$ cat src/rtl/generic_sram_bit_ctrl_if.sv
// Request/acknowledge bus between a client and generic_sram_bit_ctrl.
// The client drives the master modport; the controller takes the slave modport.
interface generic_sram_bit_ctrl_if #(
  parameter int DW = 140,
  parameter int AW = 10
);
  logic          req;
  logic          req_we;
  logic [AW-1:0] req_addr;
  logic [DW-1:0] req_wdata;
  logic [DW-1:0] req_mask;
  logic          ack;
  logic [DW-1:0] rdata;

  modport master (
    output req, req_we, req_addr, req_wdata, req_mask,
    input  ack, rdata
  );

  modport slave (
    input  req, req_we, req_addr, req_wdata, req_mask,
    output ack, rdata
  );
endinterface

$ cat src/rtl/generic_sram_bit_ctrl.sv
// Initiator for a masked single-port synchronous SRAM: turns req/ack accesses into
// registered n_cs/n_we/n_oe cycles. Macro SRAM_CTRL_CLR_EN adds a clear sweep.
module generic_sram_bit_ctrl #(
  parameter int DW = 140,
  parameter int DD = 1024,
  parameter int AW = 10
) (
  input  logic                  clk,
  input  logic                  n_p_reset,
  generic_sram_bit_ctrl_if.slave bus,
  input  logic                  clr_start,
  output logic                  clr_busy,
  output logic                  sram_n_cs,
  output logic                  sram_n_we,
  output logic                  sram_n_oe,
  output logic [DW-1:0]         sram_mask,
  output logic [AW-1:0]         sram_ad,
  output logic [DW-1:0]         sram_din,
  input  logic [DW-1:0]         sram_dout
);

`ifdef SRAM_CTRL_CLR_EN
  typedef enum logic [2:0] {
    IDLE   = 3'd0,
    WR     = 3'd1,
    RD     = 3'd2,
    RD_CAP = 3'd3,
    CLR    = 3'd4
  } state_e;

  localparam logic [AW-1:0] LAST_ADDR = AW'(DD - 1);
`else
  typedef enum logic [1:0] {
    IDLE   = 2'd0,
    WR     = 2'd1,
    RD     = 2'd2,
    RD_CAP = 2'd3
  } state_e;

  logic unused_clr_s;
  assign unused_clr_s = clr_start | (DD == 0);
`endif

  state_e        state_q, state_d;
  logic          ack_q, ack_d;
  logic [DW-1:0] rdata_q, rdata_d;
  logic          n_cs_q, n_cs_d;
  logic          n_we_q, n_we_d;
  logic          n_oe_q, n_oe_d;
  logic [DW-1:0] mask_q, mask_d;
  logic [AW-1:0] ad_q, ad_d;
  logic [DW-1:0] din_q, din_d;
  logic          clr_busy_q, clr_busy_d;

  // Next state and next registered outputs; SRAM strobes default to deselected.
  always_comb begin
    state_d    = state_q;
    ack_d      = 1'b0;
    rdata_d    = rdata_q;
    n_cs_d     = 1'b1;
    n_we_d     = 1'b1;
    n_oe_d     = 1'b1;
    mask_d     = mask_q;
    ad_d       = ad_q;
    din_d      = din_q;
    clr_busy_d = 1'b0;

    case (state_q)
      IDLE: begin
`ifdef SRAM_CTRL_CLR_EN
        if (clr_start) begin
          state_d    = CLR;
          n_cs_d     = 1'b0;
          n_we_d     = 1'b0;
          ad_d       = {AW{1'b0}};
          din_d      = {DW{1'b0}};
          mask_d     = {DW{1'b0}};
          clr_busy_d = 1'b1;
        end else
`endif
        // A request still high during the ack cycle belongs to the finished access.
        if (bus.req && !ack_q) begin
          ad_d   = bus.req_addr;
          din_d  = bus.req_wdata;
          mask_d = bus.req_mask;
          n_cs_d = 1'b0;
          if (bus.req_we) begin
            state_d = WR;
            n_we_d  = 1'b0;
          end else begin
            state_d = RD;
            n_oe_d  = 1'b0;
          end
        end else begin
          state_d = IDLE;
        end
      end
      WR: begin
        state_d = IDLE;
        ack_d   = 1'b1;
      end
      RD: begin
        state_d = RD_CAP;
        n_oe_d  = 1'b0;
      end
      RD_CAP: begin
        state_d = IDLE;
        rdata_d = sram_dout;
        ack_d   = 1'b1;
      end
`ifdef SRAM_CTRL_CLR_EN
      CLR: begin
        if (ad_q == LAST_ADDR) begin
          state_d = IDLE;
        end else begin
          ad_d       = ad_q + AW'(1);
          n_cs_d     = 1'b0;
          n_we_d     = 1'b0;
          clr_busy_d = 1'b1;
        end
      end
`endif
      default: begin
        state_d = IDLE;
      end
    endcase
  end

  // State and output registers; reset deselects the SRAM asynchronously.
  always_ff @(posedge clk or negedge n_p_reset) begin
    if (!n_p_reset) begin
      state_q    <= IDLE;
      ack_q      <= 1'b0;
      rdata_q    <= {DW{1'b0}};
      n_cs_q     <= 1'b1;
      n_we_q     <= 1'b1;
      n_oe_q     <= 1'b1;
      mask_q     <= {DW{1'b0}};
      ad_q       <= {AW{1'b0}};
      din_q      <= {DW{1'b0}};
      clr_busy_q <= 1'b0;
    end else begin
      state_q    <= state_d;
      ack_q      <= ack_d;
      rdata_q    <= rdata_d;
      n_cs_q     <= n_cs_d;
      n_we_q     <= n_we_d;
      n_oe_q     <= n_oe_d;
      mask_q     <= mask_d;
      ad_q       <= ad_d;
      din_q      <= din_d;
      clr_busy_q <= clr_busy_d;
    end
  end

  assign bus.ack   = ack_q;
  assign bus.rdata = rdata_q;
  assign clr_busy  = clr_busy_q;
  assign sram_n_cs = n_cs_q;
  assign sram_n_we = n_we_q;
  assign sram_n_oe = n_oe_q;
  assign sram_mask = mask_q;
  assign sram_ad   = ad_q;
  assign sram_din  = din_q;

endmodule
$ cat src/flat_wrapper.sv
// flat-port wrapper written by rule: the top's interface ports become plain ports
module generic_sram_bit_ctrl_flat 
#(
  parameter int DW = 140,
  parameter int DD = 1024,
  parameter int AW = 10
)
  (clk, n_p_reset, clr_start, clr_busy, sram_n_cs, sram_n_we, sram_n_oe, sram_mask, sram_ad, sram_din, sram_dout, bus_req, bus_req_we, bus_req_addr, bus_req_wdata, bus_req_mask, bus_ack, bus_rdata);
  generic_sram_bit_ctrl_if #(.DW(DW), .AW(AW)) bus_i ();
  input  logic clk;
  input  logic n_p_reset;
  input  logic clr_start;
  output logic clr_busy;
  output logic sram_n_cs;
  output logic sram_n_we;
  output logic sram_n_oe;
  output logic [DW-1:0] sram_mask;
  output logic [AW-1:0] sram_ad;
  output logic [DW-1:0] sram_din;
  input  logic [DW-1:0] sram_dout;
  input wire logic [$bits(bus_i.req)-1:0] bus_req;
  input wire logic [$bits(bus_i.req_we)-1:0] bus_req_we;
  input wire logic [$bits(bus_i.req_addr)-1:0] bus_req_addr;
  input wire logic [$bits(bus_i.req_wdata)-1:0] bus_req_wdata;
  input wire logic [$bits(bus_i.req_mask)-1:0] bus_req_mask;
  output wire logic [$bits(bus_i.ack)-1:0] bus_ack;
  output wire logic [$bits(bus_i.rdata)-1:0] bus_rdata;
  assign bus_i.req = bus_req;
  assign bus_i.req_we = bus_req_we;
  assign bus_i.req_addr = bus_req_addr;
  assign bus_i.req_wdata = bus_req_wdata;
  assign bus_i.req_mask = bus_req_mask;
  assign bus_ack = bus_i.ack;
  assign bus_rdata = bus_i.rdata;
  generic_sram_bit_ctrl #(.DW(DW), .DD(DD), .AW(AW)) u_core (.clk(clk), .n_p_reset(n_p_reset), .bus(bus_i), .clr_start(clr_start), .clr_busy(clr_busy), .sram_n_cs(sram_n_cs), .sram_n_we(sram_n_we), .sram_n_oe(sram_n_oe), .sram_mask(sram_mask), .sram_ad(sram_ad), .sram_din(sram_din), .sram_dout(sram_dout));
endmodule
$ cat config.mk
export PLATFORM = sky130hd
export DESIGN_NAME = generic_sram_bit_ctrl_flat
export DESIGN_NICKNAME = d
export VERILOG_FILES = /design/src/rtl/generic_sram_bit_ctrl_if.sv /design/src/rtl/generic_sram_bit_ctrl.sv /design/src/flat_wrapper.sv
export SDC_FILE = /design/constraint.sdc
export NUM_CORES = 1
export LEC_CHECK = 0
export CAP_MARGIN = 20
export CORE_AREA = 2 2 337 339
export DETAILED_ROUTE_END_ITERATION = 10
export DIE_AREA = 0 0 339 341
export SLEW_MARGIN = 20
export SYNTH_ARGS = -nofsm -noshare
export SYNTH_HDL_FRONTEND = slang
export SYNTH_SLANG_ARGS = --single-unit
$ cat constraint.sdc
create_clock -name clk -period 4.4 [get_ports clk]
set_input_delay 0.44 -clock clk [delete_from_list [all_inputs] [get_ports clk]]
set_output_delay 0.44 -clock clk [all_outputs]
set_load 0.01 [all_outputs]
After elaboration in Yosys (flattened, before gate mapping)
Cells that the tools add are included.

Equal/unequal tests: 3. Mux-type cells: 12. Reductions and logical operators: 5.

Operators with widths (number): 1-bit 2-to-1 mux (8); 2-bit one-hot mux with 3 select lines (1); 2-bit == test (second input constant) (2); 2-bit 2-to-1 mux (2); 2-bit by 1-bit == test with 1-bit output (second input constant) (1); 2-bit zero test (1); 1-bit one-hot mux with 2 select lines (1); 2-bit AND reduction (1); 2-bit OR reduction (1); 1-bit logical AND (1); 1-bit zero test (1).

Flip-flop bits (word level): 436. Input bits: 435. Output and inout port bits: 435.

Depth between registers and ports, before layout
Gate-level depths: netlist of run 1.

Depth after elaboration: 4. Mapped depth: 4. Gate-level depth less buffers: 2.

Worst setup path before layout of run 1
OpenSTA, ideal clock, no wires.

Kind: flip-flop to flip-flop. Start: reg u_core.state_q[0]. End: reg u_core.ad_q[0] (netlist: u_core.sram_ad[0]). Library setup time: 0.125 ns. Data arrival time: 1.537 ns. Data required time: 4.275 ns. Setup slack: 2.738 ns. Cell stages (with the launch flop): 5. Path buffers: 2. Clock period less this slack: 1.662 ns. Cells stage by stage: dfrtp_1 nor4b_4 buf_6 buf_12 mux2_2.

Longest elaborated chain between the ends: 2.

Ends and longest elaborated chain: from (decl) (RTL line generic_sram_bit_ctrl.sv:44) `state_e state_q, state_d;`; from (signal assigned) (RTL line generic_sram_bit_ctrl.sv:143) `state_q <= state_d;`; 2-bit zero test (RTL line generic_sram_bit_ctrl.sv:68) `case (state_q)`; 2-bit AND reduction (no source line); to (signal assigned) (RTL line generic_sram_bit_ctrl.sv:139) `ad_q <= {AW{1'b0}};`; to (decl) (RTL line generic_sram_bit_ctrl.sv:51) `logic [AW-1:0] ad_q, ad_d;`.

Every way passes these cells. A chain may end at the register's enable or synchronous reset.

Worst setup path after layout of run 1
Start: reg u_core.mask_q[9] (netlist: u_core.sram_mask[9]). End: out sram_mask[9].

RTL lines: from (decl) (RTL line generic_sram_bit_ctrl.sv:50) `logic [DW-1:0] mask_q, mask_d;`; from (signal assigned) (RTL line generic_sram_bit_ctrl.sv:138) `mask_q <= {DW{1'b0}};`; from (signal assigned) (RTL line generic_sram_bit_ctrl.sv:149) `mask_q <= mask_d;`; to (decl) (RTL line flat_wrapper.sv:17) `output logic [DW-1:0] sram_mask;`.

No word-level cell between the ends.

==> run summary, run 1 <==
gpl congestion: 0.800
GR Overflow Total: 0
pin count of the biggest net entering global routing: 121
Routed WL: 69,200 µm
Die W: 339 µm
CP top delay family: buffers and inverters
met1 usage: 12.7%
R2R depth: 4
Hold Path Class: in -> async
max-slew violations: 0
Mapped Nets: 1,363
Post-DP Area: 0.0266 mm²
Max VDD drop: 390 µV
Clock Skew: 0.0162 ns
core area: 0.112 mm²
area delta synth->final: 73.6%
Avg WL per Cell: 20.5 µm
WS Path Type: reg -> out
Starting Density: 14.7%
vias in the first global route: 12,500
Core Rows: 123
crit path DAT: 1.84 ns
GRT Overall Usage: 11.6%
final instance area: 0.0286 mm²
Die Y: 341 µm
GRT Max-Usage Layer: met2
post-layout worst setup margin: 2.12 ns
fmax: 0.439 GHz
Worst-Skew Late Latency: 0.62 ns
Post-Syn Area: 0.0165 mm²
CP peak stage delay: 0.63 ns
first-pass GRT wire length: 95,800 µm
Fillers: 11,600
CTS resizes: 0
Netlist cell types: 20
synth warn: 0
final setup TNS: 0 ns
Leakage: 11.2 nW
total power: 0.0218 W
clock sink total: 436
nets: 2,254
CP Data Required Time: 3.96 ns
IO Count: 870
Final Hold Fails: 0
CTS tree: done
crit path launch type: flop
number of buffers created by CTS: 56
Via Count: 11,500
met3 usage: 6.31%
CTS clk-pin slew, worst paths: 0.06 ns
Total Die Area: 0.116 mm²
antenna violations before repair: 31
slew margin rel.: 47.5%
P per Cell Area: 762 mW/mm²
sequential area share after synthesis: 66.3%
worst slack at placement: 1.77 ns
met2 usage: 18.9%
H-tree Lvls: 2
share of cells above drive strength 1: 29.0%
Residual DRC: 0
clock buffer depth: 3
Worst-Margin Slew: 0.788 ns
Initial DRC Count: 303
Reg2Reg Capture Point: u_core.sram_din[41]
IO buf count: 867
status: finished, final reports clean
r2r startpoint: u_core.state_q[0]
final worst-path cycle share: 51.7%
Worst setup EP type: output pin
unrepaired setup endpoints after global routing: no
crit-path cells: clkdlybuf4s50_1
crit path max fanout: 2
Detail Placement HPWL: 53,600 µm
number of max-cap violations: 0
flops & latches, synth: 436
slowest CP cell: clkdlybuf4s50_1
Antenna Nets Post-Route: 0
Crit path buffers/inverters: 1
vias per cell: 3.41
Tmin final: 2.28 ns
register-to-register setup slack: 2.15 ns
first-pass iteration count of the detailed router: 4
setup violators final: 0
Synth Instances: 928
Clock Root Buffer: clkbuf_16
synthesized area per cell: 17.7 µm²
[cell type report]
class	count	area (µm²)	area share [%]
Sequential cell	436	10900	38.2
Timing Repair Buffer	882	8870	31.0
Multi-Input combinational cell	441	4930	17.3
Tap cell	1500	1880	6.57
Clock buffer	73	1540	5.37
Clock inverter	25	415	1.45
Antenna cell	11	27.5	0.0963
Inverter	2	7.51	0.0263
[flip-flops by register name (all words and copies together), names as in the netlist]
name and count:
u_core.bus.ack 1, u_core.bus.rdata 140, u_core.sram_ad 10, u_core.sram_din 140, u_core.sram_mask 140, u_core.sram_n_cs 1, u_core.sram_n_oe 1, u_core.sram_n_we 1
u_core.state_q 2
[worst max path at each step]
stage,startpoint,endpoint,cells past startpoint
after global routing,u_core.sram_mask[9],sram_mask[9],1
after global placement,bus_req,u_core.sram_din[122],5
after detailed placement,bus_req,u_core.sram_din[33],5
final,u_core.sram_mask[9],sram_mask[9],1
after floorplan,u_core.state_q[0],u_core.sram_ad[0],4
after CTS,u_core.sram_mask[9],sram_mask[9],1
[cells in the final DEF, fill, tap and decap left out, drive strengths merged, types with 3 or more instances in the layout]
cell,count
clkdlybuf4s50,866
inv,5
clkbuf,73
mux2,430
dfrtp,433
bufinv,10
clkinvlp,4
diode,11
dfstp,3
clkinv,8
buf,15
[timing repair]
| action | in CTS | in global routing |
|---|---|---|
| buffers inserted | 0 | 0 |
| hold buffers | 1 | 0 |
| endpoints found under the setup margin | 0 | 0 |
| hold endpoints to repair | 65 | 0 |
[power breakdown]
part	total (W)	internal (W)	switching, W
clock	0.00494	0.00303	0.00191
combinational	0.00955	0.00582	0.00373
sequential	0.00729	0.00610	0.00119
[per-layer routing]
| metal | up-vias | share of wire [%] |
|---|---|---|
| li1 | 5070 | - |
| met1 | 5736 | 38 |
| met2 | 541 | 47 |
| met3 | 122 | 12 |
| met4 | 26 | 3.2 |
| met5 | - | 0.23 |
[per-stage QoR]
stage | hold WS (ns) | std cells | utilization (%)
2_1_floorplan | 0.144 | 928 | -
6_report | 0.401 | 3370 | 25.5
3_3_place_gp | 0.482 | 3260 | 23.8
5_1_grt | 0.364 | 3363 | 25.5
4_1_cts | 0.340 | 3359 | 25.5
3_5_place_dp | 0.478 | 3260 | 23.8
[cells by family (layout without fill, tap and decap cells)]
kind of cell | count (synthesis) | in the layout | synth area share (%)
mux | 430 | 430 | 29.4
other cells | 1 | 12 | 0.0228
flops | 436 | 436 | 66.3
buf+inv | 51 | 982 | 3.81
simple gates | 7 | 7 | 0.349
compound gates | 3 | 3 | 0.137
[synth_stat cells]
| library cell | instances | area (µm²) |
|---|---|---|
| dfrtp_1 | 433 | 10800 |
| mux2_2 | 430 | 4840 |
| buf_12 | 20 | 400 |
| buf_2 | 14 | 70.1 |
| buf_6 | 12 | 135 |
| dfstp_2 | 3 | 78.8 |
| clkbuf_1 | 2 | 7.51 |
| inv_1 | 2 | 7.51 |
| a21oi_1 | 1 | 5.00 |
| buf_4 | 1 | 7.51 |
| conb_1 | 1 | 3.75 |
| nand2_1 | 1 | 3.75 |
| nand3_1 | 1 | 5.00 |
| nand3b_1 | 1 | 7.51 |
| nor2_1 | 1 | 3.75 |
| nor2b_1 | 1 | 6.26 |
| nor3b_1 | 1 | 7.51 |
| nor4b_4 | 1 | 23.8 |
| o21ba_2 | 1 | 10.0 |
| o21bai_1 | 1 | 7.51 |
Power figures use the tool's default switching activity.
==> run 2, diff against run 1 <==
Settings changed: CORE_AREA 2 2 337 339 to 2 2 339 341, DIE_AREA 0 0 339 341 to 0 0 341 343.
Clock period 4.4 ns to 2.2 ns, I/O delays scaled along.
==> run summary, run 2 (same netlist as run 1, synthesis figures left out) <==
clock buffer depth: 3 (unchanged)
CTS tree: done
pin count of the biggest net entering global routing: 76 (-37%)
vias per cell: 3.39 (-0.70%)
crit path DAT: 1.78 ns (-0.06 ns)
Avg WL per Cell: 19.3 µm (-6.0%)
max-slew violations: 0 (unchanged)
WS Path Type: reg -> out
Starting Density: 14.5% (-0.20 points)
number of max-cap violations: 0 (unchanged)
Crit path buffers/inverters: 1 (unchanged)
crit-path cells: clkdlybuf4s50_1
Via Count: 11,500 (+0.36%)
vias in the first global route: 12,500 (-0.47%)
Detail Placement HPWL: 52,500 µm (-2.1%)
post-layout worst setup margin: 0.203 ns (-1.92 ns)
CTS clk-pin slew, worst paths: 0.06 ns (about the same)
Worst-Skew Late Latency: 0.61 ns (about the same)
nets: 2,288 (+1.5%)
crit path max fanout: 1 (-1)
setup violators final: 0 (unchanged)
r2r startpoint: u_core.state_q[0]
Leakage: 11.4 nW (+0.98%)
slowest CP cell: clkdlybuf4s50_1
Final Hold Fails: 0 (unchanged)
H-tree Lvls: 2 (unchanged)
CP top delay family: buffers and inverters
Die Y: 343 µm (+0.59%)
area delta synth->final: 74.6%
Clock Skew: 0.0155 ns (-0.000705 ns)
IO Count: 870 (unchanged)
clock sink total: 436 (unchanged)
Routed WL: 65,700 µm (-5.0%)
gpl congestion: 0.764 (-4.5%)
Tmin final: 2.00 ns
Max VDD drop: 937 µV (+140%)
worst slack at placement: 0.00547 ns (-1.76 ns)
P per Cell Area: 1490 mW/mm² (+95%)
antenna violations before repair: 13 (-58%)
most frequent cells in the layout: clkdlybuf4s50_1, dfrtp_1, mux2_2
Initial DRC Count: 271 (-11%)
status: finished, final reports clean
Reg area: 0.0109 mm² (unchanged)
# placed instances: 3,308 (+1.5%)
Setup Fix Bufs, Post-CTS: 0 (unchanged)
first-pass iteration count of the detailed router: 4 (unchanged)
Final Util: 25.3% (-0.20 points)
Residual DRC: 0 (unchanged)
GRT Overall Usage: 10.7% (-0.85 points)
Clock Root Buffer: clkbuf_16
Total Die Area: 0.117 mm² (+1.2%)
number of buffers created by CTS: 54 (-3.6%)
Fillers: 11,800 (+1.4%)
CP Data Required Time: 1.98 ns (-1.98 ns)
core area: 0.113 mm² (+1.4%)
CP peak stage delay: 0.60 ns (-0.03 ns)
Worst setup EP type: output pin
most common cell after layout, fill and taps aside: clkdlybuf4s50_1
first-pass GRT wire length: 90,800 µm (-5.2%)
final cell count without fillers: 3,406 (+1.1%)
Multi-input gate area: 0.00493 mm² (unchanged)
Die W: 341 µm (+0.59%)
CTS Hold Bufs: 1 (unchanged)
CTS resizes: 0 (unchanged)
CP startpoint: u_core.sram_n_oe
final worst-path cycle share: 90.8%
Antenna Nets Post-Route: 0 (unchanged)
IO buf count: 867 (unchanged)
crit path launch type: flop
GR Overflow Total: 0 (unchanged)
fmax: 0.501 GHz
Core Rows: 124 (+0.81%)
Hold Path Class: in -> async
final setup TNS: 0 ns (unchanged)
unrepaired setup endpoints after global routing: no
share of cells above drive strength 1: 30.0% (+0.97 points)
-- run 2: final cells by class --
type	count	area share [%]
diodes	5	0.0435
clock buffers	77	5.35
clock inverters	15	0.540
inverters	2	0.0261
multi-input cells	441	17.2
flip-flops and latches	436	38.0
well taps	1512	6.58
repair buffers	918	32.3
-- run 2: per-layer routing --
metal	wire length (µm)	share of wire (%)	GRT usage, %
met1	25000	38	12.2
met2	32100	49	18.0
met3	6900	10	5.01
met4	1660	2.5	3.12
met5	89	0.14	0
-- run 2: path summary, 6_finish.rpt --
check	end	cells past startpoint	slack (ns)
worst max register to register	u_core.sram_mask[116]	4	0.31
worst min-delay path	u_core.sram_ad[7]	2	0.07
max in group asynchronous	u_core.sram_n_cs	4	1.19
worst min register to register	u_core.bus.rdata[90]	1	0.50
worst max-delay path	sram_n_oe	1	0.20
min in group clk	u_core.sram_n_we	2	0.21
-- run 2: metrics by stage --
step                      cell area, µm²  power [W]  hold slack (ns)
final                              28700     0.0427           0.0729
after detailed placement           27000     0.0346            0.141
after CTS                          28700     0.0436           0.0333
after floorplan                    16500     0.0226          -0.0756
after global routing               28700     0.0451           0.0491
after global placement             27000     0.0344            0.141
-- run 2: report_power, final --
group	switching, W	internal [W]	total [W]
Sequential	0.00230	0.0122	0.0145
Combinational	0.00760	0.0120	0.0196
Clock	0.00356	0.00506	0.00862
Total	0.0135	0.0292	0.0427
